==> config.mk <==
export PLATFORM = sky130hd
export DESIGN_NAME = decode_stage
export DESIGN_NICKNAME = d
export VERILOG_FILES = /design/src/rtl/decode_stage.sv
export SDC_FILE = /design/constraint.sdc
export NUM_CORES = 1
export LEC_CHECK = 0
export ABC_AREA = 1
export CORE_MARGIN = 5
export CORE_UTILIZATION = 50
export DETAILED_ROUTE_END_ITERATION = 10
export GPL_TIMING_DRIVEN = 0
export PLACE_DENSITY = 0.75
export SETUP_SLACK_MARGIN = 0.05
export SLEW_MARGIN = 20
export SYNTH_ARGS = -nofsm -noshare
export SYNTH_HDL_FRONTEND = slang
export SYNTH_SLANG_ARGS = --single-unit
==> constraint.sdc <==
create_clock -name clk -period 4.4 [get_ports clk]
set_clock_uncertainty 0.2 [all_clocks]
set_input_delay 0.88 -clock clk [delete_from_list [all_inputs] [get_ports clk]]
set_output_delay 0.88 -clock clk [all_outputs]
set_load 0.005 [all_outputs]
==> src/rtl/decode_stage.sv <==
// decode_stage: instruction decode for the 8-bit pipelined CPU.
// Accepts 16-bit instructions from fetch and reads the 4-entry register file.
// A busy scoreboard blocks reads of registers that still have a write pending.
// One decoded bundle is registered toward execute.
// Optional feature macro: DECODE_WB_BYPASS_EN. When it is defined, a source that
// is being written back in the same cycle is read from wb_data and is not a hazard.
module decode_stage #(
  parameter int WIDTH    = 8,
  parameter int OP_WIDTH = 3
) (
  input  logic                clk,
  input  logic                rst_n,
  input  logic                in_valid,
  input  logic [15:0]         in_instr,
  output logic                in_ready,
  output logic                out_valid,
  input  logic                out_ready,
  output logic [OP_WIDTH-1:0] alu_op,
  output logic [WIDTH-1:0]    op1,
  output logic [WIDTH-1:0]    op2,
  output logic [1:0]          rd,
  output logic                wr_en,
  input  logic                flush,
  input  logic                wb_en,
  input  logic [1:0]          wb_addr,
  input  logic [WIDTH-1:0]    wb_data,
  output logic                halted
);

  localparam logic [2:0] OP_NOP  = 3'b000;
  localparam logic [2:0] OP_LI   = 3'b110;
  localparam logic [2:0] OP_HALT = 3'b111;

  logic [WIDTH-1:0]    r_regs [4];
  logic [3:0]          r_busy;
  logic                r_started;
  logic                r_halted;
  logic                r_out_valid;
  logic [OP_WIDTH-1:0] r_alu_op;
  logic [WIDTH-1:0]    r_op1;
  logic [WIDTH-1:0]    r_op2;
  logic [1:0]          r_rd;
  logic                r_wr_en;

  logic [2:0]          w_op;
  logic                w_imm_f;
  logic [1:0]          w_rd;
  logic [1:0]          w_rs1;
  logic [1:0]          w_rs2;
  logic [7:0]          w_imm8;
  logic                w_is_alu;
  logic                w_use_rs1;
  logic                w_use_rs2;
  logic                w_rs1_busy;
  logic                w_rs2_busy;
  logic [WIDTH-1:0]    w_rs1_val;
  logic [WIDTH-1:0]    w_rs2_val;
  logic                w_hazard;
  logic                w_accept;
  logic [OP_WIDTH-1:0] w_dec_alu;
  logic [WIDTH-1:0]    w_dec_op1;
  logic [WIDTH-1:0]    w_dec_op2;
  logic                w_dec_wr;
  logic [3:0]          w_busy_nxt;

  assign w_op    = in_instr[15:13];
  assign w_imm_f = in_instr[12];
  assign w_rd    = in_instr[11:10];
  assign w_rs1   = in_instr[9:8];
  assign w_rs2   = in_instr[7:6];
  assign w_imm8  = in_instr[7:0];

  // ADD/SUB/AND/OR/XOR are the only instructions that read sources.
  assign w_is_alu  = (w_op != OP_NOP) && (w_op != OP_LI) && (w_op != OP_HALT);
  assign w_use_rs1 = w_is_alu;
  assign w_use_rs2 = w_is_alu && !w_imm_f;

`ifdef DECODE_WB_BYPASS_EN
  logic w_byp1;
  logic w_byp2;
  assign w_byp1     = wb_en && (wb_addr == w_rs1);
  assign w_byp2     = wb_en && (wb_addr == w_rs2);
  assign w_rs1_busy = r_busy[w_rs1] && !w_byp1;
  assign w_rs2_busy = r_busy[w_rs2] && !w_byp2;
  assign w_rs1_val  = w_byp1 ? wb_data : r_regs[w_rs1];
  assign w_rs2_val  = w_byp2 ? wb_data : r_regs[w_rs2];
`else
  // Without bypass a writeback only becomes visible after its clock edge.
  assign w_rs1_busy = r_busy[w_rs1];
  assign w_rs2_busy = r_busy[w_rs2];
  assign w_rs1_val  = r_regs[w_rs1];
  assign w_rs2_val  = r_regs[w_rs2];
`endif

  assign w_hazard = (w_use_rs1 && w_rs1_busy) || (w_use_rs2 && w_rs2_busy);

  // r_started keeps in_ready low until the first edge after reset release.
  // flush squashes the incoming instruction as well as the registered bundle.
  assign in_ready = r_started && !r_halted && !flush && !w_hazard &&
                    (!r_out_valid || out_ready);
  assign w_accept = in_valid && in_ready;

  // Decode the incoming instruction into an ALU bundle. HALT is emitted as a NOP.
  always_comb begin
    w_dec_alu = '0;
    w_dec_op1 = '0;
    w_dec_op2 = '0;
    w_dec_wr  = 1'b0;
    if (w_is_alu) begin
      w_dec_alu = OP_WIDTH'(w_op);
      w_dec_op1 = w_rs1_val;
      w_dec_op2 = w_imm_f ? WIDTH'(w_imm8) : w_rs2_val;
      w_dec_wr  = 1'b1;
    end else if (w_op == OP_LI) begin
      w_dec_alu = OP_WIDTH'(3'b001);
      w_dec_op2 = WIDTH'(w_imm8);
      w_dec_wr  = 1'b1;
    end
  end

  // Compute the next scoreboard value. A set for an accepted bundle wins over a
  // same-cycle writeback clear of the same register.
  always_comb begin
    w_busy_nxt = r_busy;
    if (wb_en) w_busy_nxt[wb_addr] = 1'b0;
    if (flush && r_out_valid && r_wr_en) w_busy_nxt[r_rd] = 1'b0;
    if (w_accept && w_dec_wr) w_busy_nxt[w_rd] = 1'b1;
  end

  // Update the scoreboard, the start flag and the sticky halt flag.
  always_ff @(posedge clk or negedge rst_n) begin
    if (!rst_n) begin
      r_busy    <= '0;
      r_started <= 1'b0;
      r_halted  <= 1'b0;
    end else begin
      r_busy    <= w_busy_nxt;
      r_started <= 1'b1;
      if (w_accept && (w_op == OP_HALT)) r_halted <= 1'b1;
    end
  end

  // Write the register file from the writeback port.
  always_ff @(posedge clk or negedge rst_n) begin
    if (!rst_n) begin
      for (int i = 0; i < 4; i++) r_regs[i] <= '0;
    end else if (wb_en) begin
      r_regs[wb_addr] <= wb_data;
    end
  end

  // Hold the output bundle until execute takes it. flush drops it at once.
  always_ff @(posedge clk or negedge rst_n) begin
    if (!rst_n) begin
      r_out_valid <= 1'b0;
      r_alu_op    <= '0;
      r_op1       <= '0;
      r_op2       <= '0;
      r_rd        <= '0;
      r_wr_en     <= 1'b0;
    end else begin
      if (flush) begin
        r_out_valid <= 1'b0;
      end else if (w_accept) begin
        r_out_valid <= 1'b1;
      end else if (out_ready) begin
        r_out_valid <= 1'b0;
      end
      if (w_accept) begin
        r_alu_op <= w_dec_alu;
        r_op1    <= w_dec_op1;
        r_op2    <= w_dec_op2;
        r_rd     <= w_rd;
        r_wr_en  <= w_dec_wr;
      end
    end
  end

  assign out_valid = r_out_valid;
  assign alu_op    = r_alu_op;
  assign op1       = r_op1;
  assign op2       = r_op2;
  assign rd        = r_rd;
  assign wr_en     = r_wr_en;
  assign halted    = r_halted;

endmodule

==> flow_summary.toml, run 1 <==
[cts]
cts_max_level = 3
cts_setup_buffers = 0
cts_made_buffers = 9
ctsHoldBuffers = 0
clock-root-buffer = "clkbuf_8"
clk_pin_slew_ns = 0.07
cts_resized = 0
cts_tree = "built"
numClockSinks = 61
cts_max_path_buffers = 2
clock_latency_ns = 0.35

[final_layout]
final_nets = 523
n_antenna_cell = 0
seq_area_um2 = 1530
syn2layout_area_growth_pct = 26.4
final_area_um2 = 3970
drive_above_1_share_pct = 7.47
multi_input_area_um2 = 1320
nFillCells = 560

[critical_path]
crit_arrival_ns = 2.51
crit-reg2reg-capture = "r_busy[0]$_DFF_PN0_"
path_max_fanout = 5
cp-startpoint = "in_instr[14]"
critical_path_required_ns = 3.32
path_class = "in2out"
startpoint_type = "input port"
rrSetupSlack_ns = 2.84
ff2ff_path_depth = 5
r2r_start = "out_valid$_DFFE_PN0P_"
end_kind = "output port"

[logic_synthesis]
synth_top_area_cell = "dfrtp_1"
ys_seq_area_share_pct = 48.6
async_flop_share_pct = 100
syn-cell-area_um2 = 3140
yosys-top-cells-count = "nand2_1 (146), o21ai_0 (64), dfrtp_1 (61)"
synthMostInstantiatedCell = "nand2_1"
ys.flop_type = "dfrtp_1"
synth-seq-cells = 61
syn_nets = 456
synthTopCellsByArea = "dfrtp_1 (49%), nand2_1 (17%), o21ai_0 (10%), inv_1 (5.1%), a21oi_1 (4.0%)"
synth_cells = 424
synth_edf_count = 0
ys_types = 21
synth.top_cell.area_share_pct = 48.6
ys_warn_count = 0
avgSynthCellArea_um2 = 7.40

[floorplanning]
start_util_pct = 52.1
die_w_um = 89.2
ios = 57
die_h_um = 89.2
rows = 28
die-area_um2 = 7960
core_region_area_um2 = 6030

[global_routing]
grt_pass1_wl_um = 13800
grt_util_met3_pct = 3.78
grt_max_degree = 33
met1_usage_pct = 31.7
grt_most_used_layer = "met2"
grtUsageMet2_pct = 34.8
antenna_found_initial = 0
gr-usage-all-layers_pct = 22.9
grt-ovfl-total = 0
grt_pass1_vias = 2880

[place]
hpwl_um = 6290
port_buffers = 55
dpl_cell_area_um2 = 3800
gp_congestion = 0.888

[pwr]
power_density_nw_per_um2 = 321
irDropWorstVdd_mv = 0.208
p_leak_uw = 0.00194

[detailed_routing]
wl_per_cell_um = 14.3
route.detailed.drc = 0
viasPerCell = 5.28
drt-total-wl_um = 8170
drt_iter0_markers = 278
dr.pass1.iters = 5
antenna_left = 0
via_count = 3012

[sta]
fin_crit_ns = 3.59
hold_violations = 0
rsz0062_at_grt = "false"
slew_viol_final = 0
maxSlewHeadroom_pct = 65.6
fin_setup_tns_ns = 0
tightest_slew_ns = 0.512
setup_violations = 0
final.period_utilization_pct = 81.7
fmax_ghz = 0.278

[run]
drv_cap = 0

[hold_path]
hold_class = "in2async"

[outcome]
status = "completed"
## how the worst max path moves through the flow
stage	depth (start not counted)	endpoint	slack, ns
3_5_place_dp	8	in_ready	0.80
5_1_grt	8	in_ready	0.68
3_3_place_gp	1	op2[4]$_DFFE_PN0P_	0.34
2_1_floorplan	7	in_ready	1.89
4_1_cts	8	in_ready	0.80
6_report	8	in_ready	0.81
## area by class of cell
| type | instances | share of cell area (%) |
|---|---|---|
| flip-flops and latches | 61 | 38.5 |
| multi-input cells | 297 | 33.4 |
| repair buffers | 56 | 14.3 |
| inverters | 47 | 4.45 |
| clock buffers | 11 | 3.56 |
| plain buffers | 19 | 2.84 |
| well taps | 75 | 2.37 |
| clock inverters | 4 | 0.631 |
## logic make-up after synthesis
| group | count (synthesis) | synth area share [%] |
|---|---|---|
| flip-flops | 61 | 48.6 |
| other | 1 | 0.119 |
| AND/OR/NAND/NOR | 196 | 25.6 |
| buffers and inverters | 66 | 9.21 |
| AO/OA/AOI/OAI | 100 | 16.4 |
## power breakdown
part / total (uW) / internal (uW) / switching (uW)
clock network: 433 / 214 / 218
logic: 192 / 78.3 / 114
registers: 649 / 609 / 40.9
## flip-flops by register name, indices dropped and copies added, names as in the netlist
register	flops
r_started	1
wr_en	1
op2	8
out_valid	1
r_regs	32
op1	8
r_busy	4
rd	2
halted	1
alu_op	3
## through the flow
| stage | setup slack (ns) | total power (uW) | hold slack, ns | util, % | instances |
|---|---|---|---|---|---|
| after global placement | 0.343 | 838 | 0.256 | 62.8 | 554 |
| final | 0.805 | 1270 | 0.244 | 65.8 | 570 |
| after CTS | 0.796 | 1280 | 0.263 | 65.8 | 570 |
| after floorplan | 1.89 | 757 | 0.253 | - | 424 |
| after detailed placement | 0.799 | 848 | 0.259 | 63.1 | 555 |
| after global routing | 0.681 | 1340 | 0.276 | 65.8 | 570 |
## worst max-delay path, cell delays in order
cell	delay (ns)
clkdlybuf4s50_1	0.54
inv_1	0.07
o21ai_1	0.07
nand2_1	0.12
nand3_1	0.11
nand3_2	0.12
inv_2	0.08
clkdlybuf4s50_1	0.52
## metal layers
metal	wire, um	part of all wire [%]	up-vias
met5	0	0	-
met4	162	2.0	0
met3	653	8.0	15
met2	3610	44	129
met1	3740	46	1374
li1	-	-	1494
## placed cells by master, fill, tap and decap left out, drive strengths merged
cell type and n:
nand2 149, o21ai 69, dfrtp 61, clkdlybuf4s50 54, inv 47, a21oi 25, nand3 25, clkbuf 19
nor2 18, buf 13, o211ai 6, nand4 2, clkinvlp 2, clkinv 2, nor3 1, nand3b 1
conb 1
Power figures use the tool's default switching activity.
==> inputs of run 2 (changes only) <==
==> constraint.sdc (replaced) <==
create_clock -name clk -period 3.69 [get_ports clk]
set_clock_uncertainty 0.2 [all_clocks]
set_input_delay 0.738 -clock clk [delete_from_list [all_inputs] [get_ports clk]]
set_output_delay 0.738 -clock clk [all_outputs]
set_load 0.005 [all_outputs]
==> results of run 2 <==
The final DEF is identical to that of run 1. Status: completed.
Among the figures that moved: setup slack after placement 0.799 ns -> 0.373 ns; setup slack after layout 0.805 ns -> 0.379 ns; hold slack 0.244 ns -> 0.102 ns; register-to-register setup slack 2.84 ns -> 2.13 ns; total power 1270 uW -> 1520 uW; worst IR drop on VDD 0.208 mV -> 0.248 mV
